`src/rtl/ula_serial_if.sv`:
```
// ula_serial_if: handshake/bus bundle between the control FSM and the ALU.
//   master : FSM side, drives the request, opcode fields and operands.
//   slave  : ALU side, returns result, flags, ack and busy.
//   ena_ula  - operation request, held until ula_ack is seen
//   mnm_in   - mnemonic (00 pass, 01 logic, 10 ADD, 11 SUB)
//   funct_in - logic function (00 AND, 01 OR, 10 XOR, 11 NOT A)
//   op_a     - operand A (R0)
//   op_b     - operand B (Rd or immediate)
//   result   - registered result
//   flag_z   - registered zero flag
//   flag_c   - registered carry flag (SUB: 1 = no borrow)
//   ula_ack  - registered four-phase acknowledge
//   busy     - high while the ALU is executing
interface ula_serial_if #(
  parameter int WIDTH = 4
);
  logic             ena_ula;
  logic [1:0]       mnm_in;
  logic [1:0]       funct_in;
  logic [WIDTH-1:0] op_a;
  logic [WIDTH-1:0] op_b;
  logic [WIDTH-1:0] result;
  logic             flag_z;
  logic             flag_c;
  logic             ula_ack;
  logic             busy;

  modport master (
    output ena_ula, mnm_in, funct_in, op_a, op_b,
    input  result, flag_z, flag_c, ula_ack, busy
  );

  modport slave (
    input  ena_ula, mnm_in, funct_in, op_a, op_b,
    output result, flag_z, flag_c, ula_ack, busy
  );
endinterface

```
`src/rtl/ula_serial.sv`:
```
// ula_serial: ALU for the 4-bit microcore. Arithmetic (ADD/SUB) runs
// bit-serially LSB first through a single carry flop; pass and logic
// operations finish in one execute cycle. Four-phase handshake with the FSM.
//   clk - rising-edge clock
//   rst - asynchronous active-high reset
//   bus - ula_serial_if.slave (request, operands, result, flags, ack, busy)
module ula_serial #(
  parameter int WIDTH = 4,
  parameter int CNT_W = 3
) (
  input logic         clk,
  input logic         rst,
  ula_serial_if.slave bus
);

  typedef enum logic [1:0] {IDLE, EXEC, DONE} state_t;

  state_t             state_q, state_d;
  logic [WIDTH-1:0]   a_q, b_q, acc_q;
  logic [1:0]         mnm_q, funct_q;
  logic [CNT_W-1:0]   cnt_q;
  logic               carry_q;
  logic [WIDTH-1:0]   result_q;
  logic               flag_z_q, flag_c_q, ack_q;

  // Serial datapath: operands shift right, so bit 0 is always the current bit.
  logic               sum_bit, carry_out, last_bit;
  logic [WIDTH-1:0]   arith_res, logic_res, done_res;

  always_comb begin
    // NOTE: every combinational output gets a default first so no path can
    // leave it unassigned and infer a latch.
    logic_res = '0;
    case (funct_q)
      2'b00:   logic_res = a_q & b_q;
      2'b01:   logic_res = a_q | b_q;
      2'b10:   logic_res = a_q ^ b_q;
      default: logic_res = ~a_q;
    endcase
  end

  assign sum_bit   = a_q[0] ^ b_q[0] ^ carry_q;
  assign carry_out = (a_q[0] & b_q[0]) | (carry_q & (a_q[0] ^ b_q[0]));
  assign last_bit  = (cnt_q == CNT_W'(WIDTH - 1));
  // Sum bits enter at the MSB and migrate down; after WIDTH bits the
  // first (LSB) sum bit has reached position 0.
  assign arith_res = {sum_bit, acc_q[WIDTH-1:1]};
  assign done_res  = mnm_q[1] ? arith_res : (mnm_q[0] ? logic_res : b_q);

  always_comb begin
    state_d = state_q;
    case (state_q)
      IDLE:    if (bus.ena_ula) state_d = EXEC;
      // Abort wins over completion: a dropped request never produces an ack.
      EXEC:    if (!bus.ena_ula) state_d = IDLE;
               else if (!mnm_q[1] || last_bit) state_d = DONE;
      DONE:    if (!bus.ena_ula) state_d = IDLE;
      default: state_d = IDLE;
    endcase
  end

  // NOTE: sequential state uses non-blocking assignments so every flop
  // samples pre-edge values regardless of statement order.
  always_ff @(posedge clk or posedge rst) begin
    if (rst) state_q <= IDLE;
    else     state_q <= state_d;
  end

  always_ff @(posedge clk or posedge rst) begin
    if (rst) begin
      a_q      <= '0;
      b_q      <= '0;
      acc_q    <= '0;
      mnm_q    <= '0;
      funct_q  <= '0;
      cnt_q    <= '0;
      carry_q  <= 1'b0;
      result_q <= '0;
      flag_z_q <= 1'b0;
      flag_c_q <= 1'b0;
      ack_q    <= 1'b0;
    end else begin
      ack_q <= (state_d == DONE);
      case (state_q)
        IDLE: if (bus.ena_ula) begin
          a_q     <= bus.op_a;
          // SUB is a + ~b + 1: invert B here and seed the carry with 1.
          b_q     <= (bus.mnm_in == 2'b11) ? ~bus.op_b : bus.op_b;
          mnm_q   <= bus.mnm_in;
          funct_q <= bus.funct_in;
          cnt_q   <= '0;
          carry_q <= (bus.mnm_in == 2'b11);
          acc_q   <= '0;
        end
        EXEC: if (bus.ena_ula) begin
          if (mnm_q[1]) begin
            a_q     <= a_q >> 1;
            b_q     <= b_q >> 1;
            acc_q   <= arith_res;
            carry_q <= carry_out;
            cnt_q   <= cnt_q + CNT_W'(1);
          end
          if (!mnm_q[1] || last_bit) begin
            result_q <= done_res;
            flag_c_q <= mnm_q[1] & carry_out;
            flag_z_q <= (done_res == '0);
          end
        end
        default: ;
      endcase
    end
  end

  assign bus.result  = result_q;
  assign bus.flag_z  = flag_z_q;
  assign bus.flag_c  = flag_c_q;
  assign bus.ula_ack = ack_q;
  assign bus.busy    = (state_q == EXEC);

endmodule

```
`src/flat_wrapper.sv`:
```
// flat-port wrapper written by rule: the top's interface ports become plain ports
module ula_serial_flat 
#(
  parameter int WIDTH = 4,
  parameter int CNT_W = 3
)
  (clk, rst, bus_ena_ula, bus_mnm_in, bus_funct_in, bus_op_a, bus_op_b, bus_result, bus_flag_z, bus_flag_c, bus_ula_ack, bus_busy);
  ula_serial_if #(.WIDTH(WIDTH)) bus_i ();
  input logic clk;
  input logic rst;
  input wire logic [$bits(bus_i.ena_ula)-1:0] bus_ena_ula;
  input wire logic [$bits(bus_i.mnm_in)-1:0] bus_mnm_in;
  input wire logic [$bits(bus_i.funct_in)-1:0] bus_funct_in;
  input wire logic [$bits(bus_i.op_a)-1:0] bus_op_a;
  input wire logic [$bits(bus_i.op_b)-1:0] bus_op_b;
  output wire logic [$bits(bus_i.result)-1:0] bus_result;
  output wire logic [$bits(bus_i.flag_z)-1:0] bus_flag_z;
  output wire logic [$bits(bus_i.flag_c)-1:0] bus_flag_c;
  output wire logic [$bits(bus_i.ula_ack)-1:0] bus_ula_ack;
  output wire logic [$bits(bus_i.busy)-1:0] bus_busy;
  assign bus_i.ena_ula = bus_ena_ula;
  assign bus_i.mnm_in = bus_mnm_in;
  assign bus_i.funct_in = bus_funct_in;
  assign bus_i.op_a = bus_op_a;
  assign bus_i.op_b = bus_op_b;
  assign bus_result = bus_i.result;
  assign bus_flag_z = bus_i.flag_z;
  assign bus_flag_c = bus_i.flag_c;
  assign bus_ula_ack = bus_i.ula_ack;
  assign bus_busy = bus_i.busy;
  ula_serial #(.WIDTH(WIDTH), .CNT_W(CNT_W)) u_core (.clk(clk), .rst(rst), .bus(bus_i));
endmodule
```
`config.mk`:
```
export PLATFORM = sky130hd
export DESIGN_NAME = ula_serial_flat
export DESIGN_NICKNAME = d
export VERILOG_FILES = /design/src/rtl/ula_serial_if.sv /design/src/rtl/ula_serial.sv /design/src/flat_wrapper.sv
export SDC_FILE = /design/constraint.sdc
export NUM_CORES = 1
export LEC_CHECK = 0
export CAP_MARGIN = 40
export CORE_MARGIN = 1.5
export CORE_UTILIZATION = 57
export DETAILED_ROUTE_END_ITERATION = 12
export GPL_TIMING_DRIVEN = 1
export PLACE_DENSITY_LB_ADDON = 0.08
export SYNTH_ARGS = -nofsm -noshare
export SYNTH_HDL_FRONTEND = slang
export SYNTH_SLANG_ARGS = --single-unit
```
`constraint.sdc`:
```
create_clock -name clk -period 3.8 [get_ports clk]
set_input_delay 0.57 -clock clk [delete_from_list [all_inputs] [get_ports clk]]
set_output_delay 0.57 -clock clk [all_outputs]
set_load 0.05 [all_outputs]
```
### Yosys cells after proc, flatten, opt, wreduce, memory -nomap -nowiden

Index checks and enable logic that the tools add are counted.

* register bits: 29
* bits of input ports: 15
* output and inout bits: 8
* logic and storage cells: 72

* multiplexer cells: 29
* bitwise gates (word level): 11
* reduce and logical (&&, ||, !) cells: 9
* add/subtract/negate cells: 1
* eq/ne operators: 10

Operators with widths (count)
* 4-bit two-way mux: 12
* 4-bit case mux with 2 select lines: 3
* 4-bit case mux with 3 select lines: 1
* 3-bit two-way mux: 3
* 2-bit == test, second input constant: 4
* 2-bit two-way mux: 4
* 4-bit inverter: 2
* 2-bit case mux with 3 select lines: 1
* 3-bit case mux with 2 select lines: 1
* 4-bit AND: 1
* 2-bit by 1-bit == test with 1-bit output, second input constant: 2
* 2-bit logical NOT: 2
* 4-bit logical NOT: 1
* 2-bit inequality test, second input constant: 2
* 4-bit bitwise OR: 1
* 4-bit AND reduction: 1
* 4-bit XOR: 1
* 3-bit by 1-bit adder with 3-bit output, second input constant: 1
* 1-bit AND: 3
* 3-bit by 2-bit == test with 1-bit output, second input constant: 1
* 1-bit two-way mux: 3
* 3-bit AND reduction: 1
* 2-bit by 1-bit inequality test with 1-bit output, second input constant: 1
* 1-bit case mux with 2 select lines: 1
* other kinds (6): 7

### Logic depth before layout (Yosys ltp)

Gate-level depths: netlist of run 1.

* word-level depth: 6
* mapped depth: 7
* depth with buffers taken out: 7

### Least setup slack after synthesis of run 1

Ideal clock, no wire load.

* path kind: flip-flop to flip-flop
* start: reg u_core.b_q[1]
* end: reg u_core.flag_z_q (netlist: u_core.bus.flag_z)
* path slack: 2112 ps
* clock period less this slack: 1688 ps
* setup time: 122 ps
* cell stages (with the launch flop): 8
* required time: 3678 ps
* arrival time: 1566 ps
* path buffers: 0
* cell sequence: dfrtp_1 > inv_1 > ha_1 > inv_1 > mux4_2 > o21ai_2 > nor2_1 > a32o_1

* word-level cells in the longest chain between the ends: 5
* elaborated cells on any way between the ends: 7

Ends and longest elaborated chain
* from (decl): line ula_serial.sv:19 `logic [WIDTH-1:0] a_q, b_q, acc_q;`
* from (signal assigned): line ula_serial.sv:88 `b_q <= (bus.mnm_in == 2'b11) ? ~bus.op_b : bus.op_b;`
* from (signal assigned): line ula_serial.sv:98 `b_q <= b_q >> 1;`
* 4-bit XOR, or another cell as far along: line ula_serial.sv:37 `2'b10: logic_res = a_q ^ b_q;`
* 4-bit case mux with 3 select lines: line ula_serial.sv:34 `case (funct_q)`
* 4-bit two-way mux (*) (2 in a row): line ula_serial.sv:48 `assign done_res = mnm_q[1] ? arith_res : (mnm_q[0] ? logic_res : b_q);`
* 4-bit logical NOT (*): line ula_serial.sv:106 `flag_z_q <= (done_res == '0);`
* to (signal assigned): line ula_serial.sv:106
* to (decl): line ula_serial.sv:24 `logic flag_z_q, flag_c_q, ack_q;`

Every way passes the cells marked *; elsewhere a longest branch is shown, timed or not.
A chain may end at the register's enable or synchronous reset.

### Final worst setup path of run 1

* start: reg u_core.state_q[0]
* end: out bus_busy

* word-level cells in the longest chain between the ends: 1

Ends and longest elaborated chain
* from (decl): line ula_serial.sv:18 `state_t state_q, state_d;`
* from (signal assigned): line ula_serial.sv:66 `else state_q <= state_d;`
* 2-bit by 1-bit == test with 1-bit output: line ula_serial.sv:118 `assign bus.busy = (state_q == EXEC);`
* to (decl): line flat_wrapper.sv:20 `output wire logic [$bits(bus_i.busy)-1:0] bus_busy;`

Every way passes these cells.

==> impl_metrics.yaml, run 1 <==
outcome:
  status: "complete, no violations"
synth:
  synth_edf_count: 0
  synthArstFlopShare_pct: 100
  yosysSeqAreaShare_pct: 44.4
  ys_seq_elements: 28
  synthCells: 158
  ys.flop_type: "dfrtp_1"
  syn_area_per_cell_um2: 9.99
  ys_warn_count: 0
  synth.distinct_cells: 36
  syn_nets: 184
  syn-cell-area_um2: 1580
sta:
  holdWs_ps: 487
  finalSetupViolations: 0
  slew_violations: 0
  setup_tns_ps: 0
  max_freq_mhz: 343
  hold_viol: 0
  period_minus_slack_ps: 2920
  grt_setup_unrepaired: "no"
  setup_ws_ps: 884
  slew_headroom_pct: 58.7
  finalClockSkew_ps: 6.00
  worstMarginPinSlew_ps: 618
  post-route-period-util_pct: 76.7
clock_tree:
  hold_buffers: 0
  post_cts_resized: 0
  clkTransAtPathRegs_ps: 150
  cts_tree: "built"
  numCtsBuffers: 3
  clock-root-buffer: "clkbuf_4"
  ctsLongestPathBuffers: 2
  insertion_delay_ps: 340
  htree_levels: 1
  cts_sinks: 28
  postCtsSetupBuffers: 0
global_routing:
  grt_pass1_wl_um: 5430
  antenna_found_initial: 0
  grt_max_degree: 22
  grt_use_total_pct: 22.6
  globalRouteOverflowTotal: 0
  grt_pass1_vias: 1147
pwr:
  vdd_ir_drop_max_mv: 0.576
  power_switching_w: 0.000592
  power_density_nw_per_um2: 735
  sw_frac_of_total_pct: 42.8
  pwr-share-seq_pct: 40.7
  power_frac_comb_pct: 45.1
  leakage_nw: 0.862
  pwr-share-clk_pct: 14.2
  power.internal_w: 0.000791
critical_path:
  cp_data_arrival_time_ps: 2350
  timing.rr.start: "u_core.a_q[2]$_DFFE_PP0P_"
  path_max_fanout: 15
  worstPathCellList: "inv_2, nor2_2, clkdlybuf4s50_1"
  criticalPathCategory: "reg2out"
  cpMaxStageDelayCell: "clkdlybuf4s50_1"
  reg2reg_depth: 7
  worst_setup_path_start_kind: "register"
  crit_buf_inv: 2
  r2r-end: "u_core.bus.flag_z$_DFFE_PP0P_"
  critPathCaptureType: "output port"
  cp_data_required_time_ps: 3230
  rrSetupSlack_ps: 1910
  path_delay_family: "buffers and inverters"
  slowest_delay_ps: 920
final_layout:
  fillers: 199
  final_cell_mix: "dfrtp_1 (28), clkdlybuf4s50_1 (22), nand2_1 (17)"
  ff_latch_area_um2: 701
  multiInputGateArea_um2: 776
  syn_to_final_growth_pct: 19.3
  drive_above_1_share_pct: 8.94
  fin_nets: 206
  n_antenna_cell: 0
  final_common_cell: "dfrtp_1"
  finalNonFillerCells: 209
detailed_routing:
  wl_um: 3140
  drtIter0Drc: 60
  avgViaCountPerCell: 5.67
  drt-wirelength-per-cell_um: 15.0
  antenna_left: 0
  drtPass1Iterations: 4
  dr_total_vias: 1185
  drcViolationCount: 0
flow_run:
  max_cap_viol_count: 0
place:
  placed_cells: 205
  dp_hpwl_um: 2350
  routabilityCongestion: 0.798
  pre_cts_ws_ps: 1280
  portBuffers: 22
worst_hold_path:
  hold_class: "in2async"
floorplan:
  dieArea_um2: 3090
  row_count: 18
  die_y_um: 55.6
  start_util_pct: 62.0
  fp.dieW_um: 55.6
  io_pins: 23
  fp.coreArea_um2: 2540
-- cells by family after synthesis --
group / after synthesis / synth area share [%]
fa+ha+maj: 11 / 9.20
flops: 28 / 44.4
simple gates: 42 / 12.6
compound gates: 38 / 15.5
buf+inv: 23 / 6.42
xor+xnor: 4 / 2.22
mux: 12 / 9.67
-- routing by layer --
| metal | wire length [µm] | GRT usage (%) | up-vias |
|---|---|---|---|
| li1 | - | - | 588 |
| met1 | 1370 | 31.1 | 556 |
| met2 | 1540 | 36.2 | 34 |
| met3 | 168 | 3.49 | 7 |
| met4 | 65 | 8.36 | 0 |
| met5 | 0 | 0 | - |
-- state kept, by name, summed over array words and instances (netlist names) --
| signal | count |
|---|---|
| u_core.acc_q | 3 |
| u_core.cnt_q | 3 |
| u_core.bus.flag_c | 1 |
| u_core.bus.result | 4 |
| u_core.bus.flag_z | 1 |
| u_core.funct_q | 2 |
| u_core.carry_q | 1 |
| u_core.state_q | 2 |
| u_core.a_q | 4 |
| u_core.mnm_q | 2 |
| u_core.b_q | 4 |
| u_core.bus.ula_ack | 1 |
-- worst max path at each step --
stage	startpoint	endpoint	cells after the start
floorplan	u_core.b_q[1]$_DFFE_PP0P_	u_core.bus.flag_z$_DFFE_PP0P_	7
global placement	u_core.state_q[0]$_DFF_PP0_	bus_busy	3
detailed placement	u_core.state_q[0]$_DFF_PP0_	bus_busy	3
CTS	u_core.state_q[0]$_DFF_PP0_	bus_busy	3
global route	u_core.state_q[0]$_DFF_PP0_	bus_busy	3
finish	u_core.state_q[0]$_DFF_PP0_	bus_busy	3
-- cells in the mapped netlist (3+ instances only) --
cell type / instances / share of area, %
ha_1: 10 / 7.9
mux2_2: 4 / 2.9
nor2b_1: 3 / 1.2
a22o_1: 4 / 2.2
a21oi_1: 9 / 2.9
mux2i_1: 4 / 2.5
nand2_1: 17 / 4.0
buf_2: 3 / 0.95
o21ai_1: 12 / 3.8
inv_1: 15 / 3.6
nand2b_1: 3 / 1.2
dfrtp_1: 28 / 44
nor2_1: 12 / 2.9
xor2_1: 3 / 1.7
-- through the flow --
| step | power (W) | instance area [µm²] | util [%] |
|---|---|---|---|
| floorplan | 0.00101 | 1580 | - |
| global placement | 0.00115 | 1800 | 70.8 |
| detailed placement | 0.00119 | 1830 | 71.9 |
| CTS | 0.00140 | 1880 | 73.9 |
| global route | 0.00149 | 1880 | 73.9 |
| finish | 0.00138 | 1880 | 73.9 |
-- power groups by stage --
stage / Sequential [W] / Clock [W] / Combinational (W)
floorplan: 0.000582 / 0 / 0.000428
global placement: 0.000553 / 0 / 0.000594
detailed placement: 0.000568 / 0 / 0.000627
CTS: 0.000562 / 0.000202 / 0.000631
global route: 0.000583 / 0.000212 / 0.000690
finish: 0.000563 / 0.000196 / 0.000623
-- layout make-up --
| cell class | instances | share of cell area [%] |
|---|---|---|
| clock buffers | 3 | 1.20 |
| repair buffers | 24 | 13.6 |
| flip-flops and latches | 28 | 37.2 |
| well taps | 30 | 1.99 |
| inverters | 16 | 3.19 |
| multi-input cells | 107 | 41.2 |
| clock inverters | 1 | 1.60 |
Note: power is estimated with default switching activity, not from simulation.
==> run 2, diff against run 1 <==
CORE_UTILIZATION = 53   (was 57)
clock period = 3 ns   (was 3.8 ns; I/O delays follow)
==> run 2 against run 1 <==
Against the previous run: global-route usage down 0.58 points; register-to-register slack lost 880 ps; clock skew down 2.1 ps; first-iteration DRC count decreased by 60%; utilization shrank 6.7 points; final cell count is 0.96% higher.
==> impl_metrics.yaml, run 2 (same netlist as run 1, synthesis figures left out) <==
flow_run:
  max_cap_viol_count: 0
critical_path:
  critPathCaptureType: "output port"
  worst_setup_path_start_kind: "register"
  criticalPathCategory: "reg2out"
  cp_data_required_time_ps: 2550
  path_max_fanout: 7
  cp_data_arrival_time_ps: 1870
sta:
  grt_setup_unrepaired: "no"
  setup_ws_ps: 684
  worstMarginPinSlew_ps: 759
  hold_viol: 0
  period_minus_slack_ps: 2320
  setup_tns_ps: 0
  slew_violations: 0
  max_freq_mhz: 432
  post-route-period-util_pct: 77.2
  slew_headroom_pct: 49.1
  finalSetupViolations: 0
  finalClockSkew_ps: 3.87
clock_tree:
  post_cts_resized: 0
  insertion_delay_ps: 340
  postCtsSetupBuffers: 0
  cts_tree: "built"
  hold_buffers: 0
  cts_sinks: 28
  htree_levels: 1
  clock-root-buffer: "clkbuf_4"
  numCtsBuffers: 3
  clkTransAtPathRegs_ps: 150
  ctsLongestPathBuffers: 2
detailed_routing:
  wl_um: 3140
  antenna_left: 0
  drt-wirelength-per-cell_um: 14.9
  drtPass1Iterations: 4
  drcViolationCount: 0
  drtIter0Drc: 24
  avgViaCountPerCell: 5.59
  dr_total_vias: 1180
global_routing:
  globalRouteOverflowTotal: 0
  grt_pass1_vias: 1228
  grt_use_total_pct: 22.0
  grt_pass1_wl_um: 5600
  grt_max_degree: 29
  antenna_found_initial: 0
final_layout:
  syn_to_final_growth_pct: 18.6
  fin_nets: 207
  final_cell_mix: "dfrtp_1 (28), clkdlybuf4s50_1 (22), nand2_1 (17)"
  final_common_cell: "dfrtp_1"
  drive_above_1_share_pct: 9.44
  n_antenna_cell: 0
  fillers: 239
  fin_util_pct: 67.3
worst_hold_path:
  hold_class: "in2async"
place:
  dp_hpwl_um: 2370
  pre_cts_ws_ps: 863
  portBuffers: 22
  routabilityCongestion: 0.781
floorplan:
  die_y_um: 57.6
  row_count: 19
  fp.coreArea_um2: 2780
  io_pins: 23
  dieArea_um2: 3310
  start_util_pct: 56.7
  fp.dieW_um: 57.6
pwr:
  vdd_ir_drop_max_mv: 0.683
  leakage_nw: 0.859
  power_density_nw_per_um2: 937
outcome:
  status: "complete, no violations"
==> run 2: worst paths after layout <==
path / from / end / slack, ps / cells past startpoint
min in group clk: u_core.cnt_q[2]$_DFFE_PP0P_ / u_core.cnt_q[2]$_DFFE_PP0P_ / 490 / 2
min reg2reg: u_core.cnt_q[2]$_DFFE_PP0P_ / u_core.cnt_q[2]$_DFFE_PP0P_ / 490 / 2
max: u_core.state_q[0]$_DFF_PP0_ / bus_busy / 680 / 3
min: rst / u_core.bus.flag_c$_DFFE_PP0P_ / 470 / 3
max in group asynchronous: rst / u_core.b_q[2]$_DFFE_PP0P_ / 2260 / 3
max reg2reg: u_core.b_q[2]$_DFFE_PP0P_ / u_core.bus.flag_z$_DFFE_PP0P_ / 1030 / 7
==> run 2: report_power, final <==
part	switching, W	internal [W]	total (W)
registers	0.000192	0.000512	0.000704
clock network	0.000115	0.000135	0.000250
logic	0.000442	0.000357	0.000799
==> run 2: area by class of cell <==
cell class	count	area [µm²]	area share, %
clock inverters	1	30.0	1.61
inverters	16	60.1	3.21
multi-input cells	107	776	41.5
well taps	31	38.8	2.07
flip-flops and latches	28	701	37.5
clock buffers	3	22.5	1.20
repair buffers	25	243	13.0
==> run 2: metrics by stage <==
stage	cells	area [µm²]	hold slack [ps]	power, W
floorplan	158	1580	439	0.00128
global placement	207	1820	460	0.00148
CTS	211	1870	482	0.00177
global route	211	1870	519	0.00189
detailed placement	207	1820	463	0.00152
finish	211	1870	474	0.00175
==> run 2: per-layer routing <==
metal / global-route usage, % / up-vias / routed length (µm)
met5: 0 / - / 0
met2: 36.7 / 30 / 1510
met3: 2.72 / 8 / 151
li1: - / 583 / -
met4: 9.97 / 0 / 74
met1: 28.7 / 559 / 1400
==> run 2: worst max-delay path, stage by stage, from the launching register on <==
cell and delay, ps:
dfrtp_1 490, inv_2 90, nor2_2 130, clkdlybuf4s50_1 810
